$ cat src/rtl/inst_fetch_queue.sv
// Fetch queue between the byte-serial instruction memory controller and decode.
// Filters tagged responses against the expected PC, buffers {pc, inst} pairs and flushes on redirect.
module inst_fetch_queue #(
    parameter int          DEPTH    = 4,
    parameter logic [31:0] RESET_PC = 32'h0
) (
    input  logic        clk,
    input  logic        rst,
    output logic [31:0] mem_addr_o,
    input  logic        mem_avail_i,
    input  logic [31:0] mem_inst_i,
    input  logic [31:0] mem_addr_i,
    input  logic        jump_i,
    input  logic [31:0] jump_addr_i,
    output logic        dec_valid_o,
    output logic [31:0] dec_inst_o,
    output logic [31:0] dec_pc_o,
    input  logic        dec_ready_i,
    output logic        full_o,
    output logic        empty_o
);

    localparam int PTR_W = (DEPTH > 1) ? $clog2(DEPTH) : 1;
    localparam int CNT_W = PTR_W + 1;
    localparam logic [CNT_W-1:0] DEPTH_C = CNT_W'(DEPTH);

    logic [31:0]      r_expect_pc;
    logic [31:0]      r_pc_mem   [DEPTH];
    logic [31:0]      r_inst_mem [DEPTH];
    logic [PTR_W-1:0] r_rd_ptr;
    logic [PTR_W-1:0] r_wr_ptr;
    logic [CNT_W-1:0] r_count;
    logic             r_dec_valid;
    logic [31:0]      r_dec_inst;
    logic [31:0]      r_dec_pc;
    logic             r_full;
    logic             r_empty;

    logic             w_pop;
    logic             w_tag_hit;
    logic             w_space;
    logic             w_accept;
    logic [PTR_W-1:0] w_rd_ptr_nxt;
    logic [PTR_W-1:0] w_wr_ptr_nxt;
    logic [CNT_W-1:0] w_count_nxt;
    logic [31:0]      w_expect_nxt;
    logic             w_head_new;
    logic [31:0]      w_head_pc_nxt;
    logic [31:0]      w_head_inst_nxt;

    assign mem_addr_o  = r_expect_pc;
    assign dec_valid_o = r_dec_valid;
    assign dec_inst_o  = r_dec_inst;
    assign dec_pc_o    = r_dec_pc;
    assign full_o      = r_full;
    assign empty_o     = r_empty;

    // A full queue still takes a word when the head leaves in the same cycle.
    assign w_pop     = r_dec_valid & dec_ready_i;
    assign w_tag_hit = (mem_addr_i == r_expect_pc);
    assign w_space   = (r_count < DEPTH_C) | w_pop;
    assign w_accept  = mem_avail_i & w_tag_hit & ~jump_i & w_space;

    // Next pointer, count and expected-PC state; a redirect overrides pop and accept.
    always_comb begin
        w_rd_ptr_nxt = r_rd_ptr;
        w_wr_ptr_nxt = r_wr_ptr;
        w_count_nxt  = r_count;
        w_expect_nxt = r_expect_pc;
        if (jump_i) begin
            w_rd_ptr_nxt = {PTR_W{1'b0}};
            w_wr_ptr_nxt = {PTR_W{1'b0}};
            w_count_nxt  = {CNT_W{1'b0}};
            w_expect_nxt = jump_addr_i;
        end else begin
            if (w_pop) begin
                w_rd_ptr_nxt = r_rd_ptr + PTR_W'(1);
            end else begin
                w_rd_ptr_nxt = r_rd_ptr;
            end
            if (w_accept) begin
                w_wr_ptr_nxt = r_wr_ptr + PTR_W'(1);
                w_expect_nxt = r_expect_pc + 32'd4;
            end else begin
                w_wr_ptr_nxt = r_wr_ptr;
                w_expect_nxt = r_expect_pc;
            end
            case ({w_accept, w_pop})
                2'b10:   w_count_nxt = r_count + CNT_W'(1);
                2'b01:   w_count_nxt = r_count - CNT_W'(1);
                default: w_count_nxt = r_count;
            endcase
        end
    end

    // Next head entry; the word being written becomes the head when it lands in the head slot.
    always_comb begin
        w_head_new      = w_accept & (w_rd_ptr_nxt == r_wr_ptr);
        w_head_pc_nxt   = 32'h0;
        w_head_inst_nxt = 32'h0;
        if (w_count_nxt == {CNT_W{1'b0}}) begin
            w_head_pc_nxt   = 32'h0;
            w_head_inst_nxt = 32'h0;
        end else if (w_head_new) begin
            w_head_pc_nxt   = mem_addr_i;
            w_head_inst_nxt = mem_inst_i;
        end else begin
            w_head_pc_nxt   = r_pc_mem[w_rd_ptr_nxt];
            w_head_inst_nxt = r_inst_mem[w_rd_ptr_nxt];
        end
    end

    // Entry storage, written at the tail on accept.
    always_ff @(posedge clk) begin
        if (w_accept && !rst) begin
            r_pc_mem[r_wr_ptr]   <= mem_addr_i;
            r_inst_mem[r_wr_ptr] <= mem_inst_i;
        end
    end

    // Control state and registered decode/status outputs.
    always_ff @(posedge clk) begin
        if (rst) begin
            r_expect_pc <= RESET_PC;
            r_rd_ptr    <= {PTR_W{1'b0}};
            r_wr_ptr    <= {PTR_W{1'b0}};
            r_count     <= {CNT_W{1'b0}};
            r_dec_valid <= 1'b0;
            r_dec_inst  <= 32'h0;
            r_dec_pc    <= 32'h0;
            r_full      <= 1'b0;
            r_empty     <= 1'b1;
        end else begin
            r_expect_pc <= w_expect_nxt;
            r_rd_ptr    <= w_rd_ptr_nxt;
            r_wr_ptr    <= w_wr_ptr_nxt;
            r_count     <= w_count_nxt;
            r_dec_valid <= (w_count_nxt != {CNT_W{1'b0}});
            r_dec_inst  <= w_head_inst_nxt;
            r_dec_pc    <= w_head_pc_nxt;
            r_full      <= (w_count_nxt == DEPTH_C);
            r_empty     <= (w_count_nxt == {CNT_W{1'b0}});
        end
    end

endmodule

$ cat config.mk
export PLATFORM = sky130hd
export DESIGN_NAME = inst_fetch_queue
export DESIGN_NICKNAME = d
export VERILOG_FILES = /design/src/rtl/inst_fetch_queue.sv
export SDC_FILE = /design/constraint.sdc
export NUM_CORES = 1
export LEC_CHECK = 0
export ABC_AREA = 1
export CORE_UTILIZATION = 30
export CTS_BUF_LIST = sky130_fd_sc_hd__clkbuf_4 sky130_fd_sc_hd__clkbuf_8
export CTS_CLUSTER_DIAMETER = 40
export CTS_CLUSTER_SIZE = 25
export DETAILED_ROUTE_END_ITERATION = 6
export GPL_ROUTABILITY_DRIVEN = 0
export PLACE_DENSITY = 0.49
export SLEW_MARGIN = 20
export SYNTH_ARGS = -nofsm -noshare
export SYNTH_HDL_FRONTEND = slang
export SYNTH_SLANG_ARGS = --single-unit
$ cat constraint.sdc
create_clock -name clk -period 7.9 [get_ports clk]
set_clock_uncertainty 0.1 [all_clocks]
set_input_delay 1.58 -clock clk [delete_from_list [all_inputs] [get_ports clk]]
set_output_delay 1.58 -clock clk [all_outputs]
set_load 0.02 [all_outputs]
==> impl_metrics.py <==
metrics = {
    "outcome": {
        "status": "finished clean",
    },
    "global_route": {
        "busiest_layer": "met2",
        "grt-ovfl-total": 0,
        "use_met3": 0.0316,
        "antenna_found_initial": 1,
        "grt.met1_usage": 0.241,
        "grt_pass1_wl_mm": 74.1,
        "globalRouteMet2Util": 0.267,
        "grt_usage": 0.172,
        "grt_pass1_vias": 12700,
        "grt_max_degree": 93,
    },
    "timing": {
        "finalCriticalPeriod_ns": 5.15,
        "fmax_ghz": 0.194,
        "finalSetupTns_ns": 0,
        "finalSetupViolCount": 0,
        "tightest_slew_ns": 0.969,
        "drv_slew": 0,
        "rsz0062_at_grt": "no",
        "setup_slack_ns": 2.75,
        "relSlewSlack": 0.353,
        "hold_violations": 0,
        "finalCritPeriodShare": 0.652,
        "whs_ns": 0.464,
    },
    "floorplanning": {
        "start_util": 0.306,
        "die_w_um": 237,
        "die_area_um2": 56100,
        "num_io_pins": 200,
        "die_h_um": 237,
        "row_count": 85,
        "core_um2": 54100,
    },
    "yosys": {
        "synth_cell_types": 28,
        "seq_area_frac_synth": 0.593,
        "synth_nets": 2010,
        "yosys_register_bits": 362,
        "synth_area_um2": 16500,
        "yosys_warnings": 0,
        "syn_avg_cell_area_um2": 8.70,
        "synthCells": 1902,
    },
    "setup_path": {
        "cpPeakStageDelay_ns": 0.78,
        "cp.arrival_ns": 5.62,
        "cp_max_fo": 43,
        "crit_top_cell": "nand2_1",
        "crit_required_ns": 8.37,
        "critPathLaunchType": "input pin",
        "critPathKind": "input pin to flop",
        "worstSetupEndpointType": "flop",
        "path_cells": "clkdlybuf4s50_1 > inv_1 > nand2_1 > nand2_1 > nor2_1 > nand2_1 > nor2_1 > nand3_1 > nor2_4 > inv_1 > ha_1 > fa_1 > nand2_1 > nand2_1 > o21ai_0 > nand3_1 > nand3_1 > inv_1 > nor2_4 > buf_12 > nand2_1 > nor2_1",
        "slowest_stage": "clkdlybuf4s50_1",
    },
    "cells_and_area": {
        "fin_util": 0.383,
        "nFillCells": 5388,
        "seq_area_um2": 9810,
        "finalNonFillerCells": 2835,
        "postLayoutCellArea_um2": 20700,
        "final_layout_size_suffix_gt1_frac": 0.0659,
        "multi_input_area_um2": 5140,
        "layout_commonest_cell": "nand2_1",
        "area_delta_synth_final_pct": 25.2,
        "final_cell_mix": "530 x nand2_1, 331 x inv_1, 256 x edfxtp_1",
        "fin_nets": 2195,
    },
    "route": {
        "first_pass_iters": 5,
        "wl_mm": 48.0,
        "ant_nets": 0,
        "wl_per_cell_um": 16.9,
        "drt_iter0_drc": 926,
        "drc": 0,
        "vias": 13000,
        "vias_per_cell": 4.58,
    },
    "cts": {
        "ctsResizeCount": 0,
        "htreeDepth": 2,
        "cts.sink_count": 362,
        "cts_setup_buffers": 0,
        "path_clk_slew_ns": 0.07,
        "clkLatencyLatePin_ns": 0.66,
        "clock_tree.root_cell": "clkbuf_8",
        "cts_hold_buf": 0,
        "cts_tree": "done",
        "cts_inserted_buffers": 59,
        "clockBufferDepth": 3,
    },
    "placed_design": {
        "placed_area_um2": 19300,
        "pre_cts_slack_ns": 2.14,
        "dp.final_hpwl_mm": 30.6,
        "io_buffers": 199,
        "place_inst": 2722,
    },
    "power_and_ir_drop": {
        "ir_drop_uv": 134,
        "powerDensity_nw_per_um2": 205,
        "fin_total_pwr_mw": 4.24,
        "power.leakage_nw": 8.56,
    },
    "hold_path": {
        "hold_path.class": "flop to flop",
    },
    "run": {
        "cap_violations": 0,
    },
}
-- sequential cells by signal, indices dropped and copies added, names as in the netlist --
| signal | cells |
|---|---|
| dec_valid_o | 1 |
| dec_inst_o | 32 |
| r_count | 3 |
| r_inst_mem | 128 |
| mem_addr_o | 32 |
| r_wr_ptr | 2 |
| r_rd_ptr | 2 |
| full_o | 1 |
| r_pc_mem | 128 |
| empty_o | 1 |
| dec_pc_o | 32 |
-- final timing paths --
check | endpoint | startpoint | slack, ns | depth (start not counted)
setup reg to reg | dec_inst_o[1] | mem_addr_o[16] | 3.80 | 21
hold / removal | mem_addr_o[1] | mem_addr_o[1] | 0.46 | 2
setup / recovery | dec_inst_o[1] | mem_addr_i[2] | 2.75 | 22
hold reg to reg | mem_addr_o[1] | mem_addr_o[1] | 0.46 | 2
-- cell type report --
| type | count | area share |
|---|---|---|
| Antenna cell | 1 | 0.000121 |
| Inverter | 334 | 0.0605 |
| Sequential cell | 362 | 0.473 |
| Multi-Input combinational cell | 1113 | 0.248 |
| Timing Repair Buffer | 217 | 0.105 |
| Clock inverter | 51 | 0.0298 |
| Clock buffer | 61 | 0.0402 |
| Tap cell | 696 | 0.0420 |
-- report_power, final --
group | internal (mW) | leakage, nW | total (mW) | switching [mW]
clock network | 1.07 | 0.694 | 1.98 | 0.908
logic | 0.0852 | 4.71 | 0.205 | 0.119
registers | 2.03 | 3.16 | 2.06 | 0.0209
total | 3.19 | 8.56 | 4.24 | 1.05
-- per-layer routing --
layer,wire length (um),part of all wire,vias to the layer above
met4,1160,0.024,0
met1,22600,0.47,6025
met2,21400,0.45,393
li1,-,-,6493
met3,2860,0.060,78
met5,0,0,-
-- critical path: cells and delay by family --
kind | cells | cell delay, ns
AOI/OAI and AO/OA | 1 | 0.15
and+or+nand+nor | 14 | 1.89
buffers and inverters | 5 | 1.31
adders and majority gates | 2 | 0.63
-- Yosys cell counts (all sizes together) --
master	number	area (um2)
inv	334	1250
edfxtp	256	7690
nand4	49	307
and3	1	6.26
fa	1	20.0
xor2	16	140
o21ai	87	435
nor2	182	691
buf	37	189
xnor2	6	52.6
nand2	530	1990
a21oi	97	485
dfxtp	106	2120
and2	2	12.5
ha	6	75.1
nor3	11	60.1
o21bai	1	7.51
nand3b	5	37.5
clkbuf	56	210
o211ai	64	480
nand3	55	280
-- cells by family (layout without fill, tap and decap cells) --
| logic type | after synthesis | in the layout | synth area share |
|---|---|---|---|
| and+or+nand+nor | 835 | 835 | 0.205 |
| buffers and inverters | 427 | 663 | 0.0999 |
| DFF | 362 | 362 | 0.593 |
| AOI/OAI and AO/OA | 249 | 249 | 0.0852 |
| xor gates and xnor gates | 22 | 22 | 0.0116 |
| adders and majority gates | 7 | 7 | 0.00575 |
| other | 0 | 1 | 0 |
Note: power is estimated with default switching activity, not from simulation.
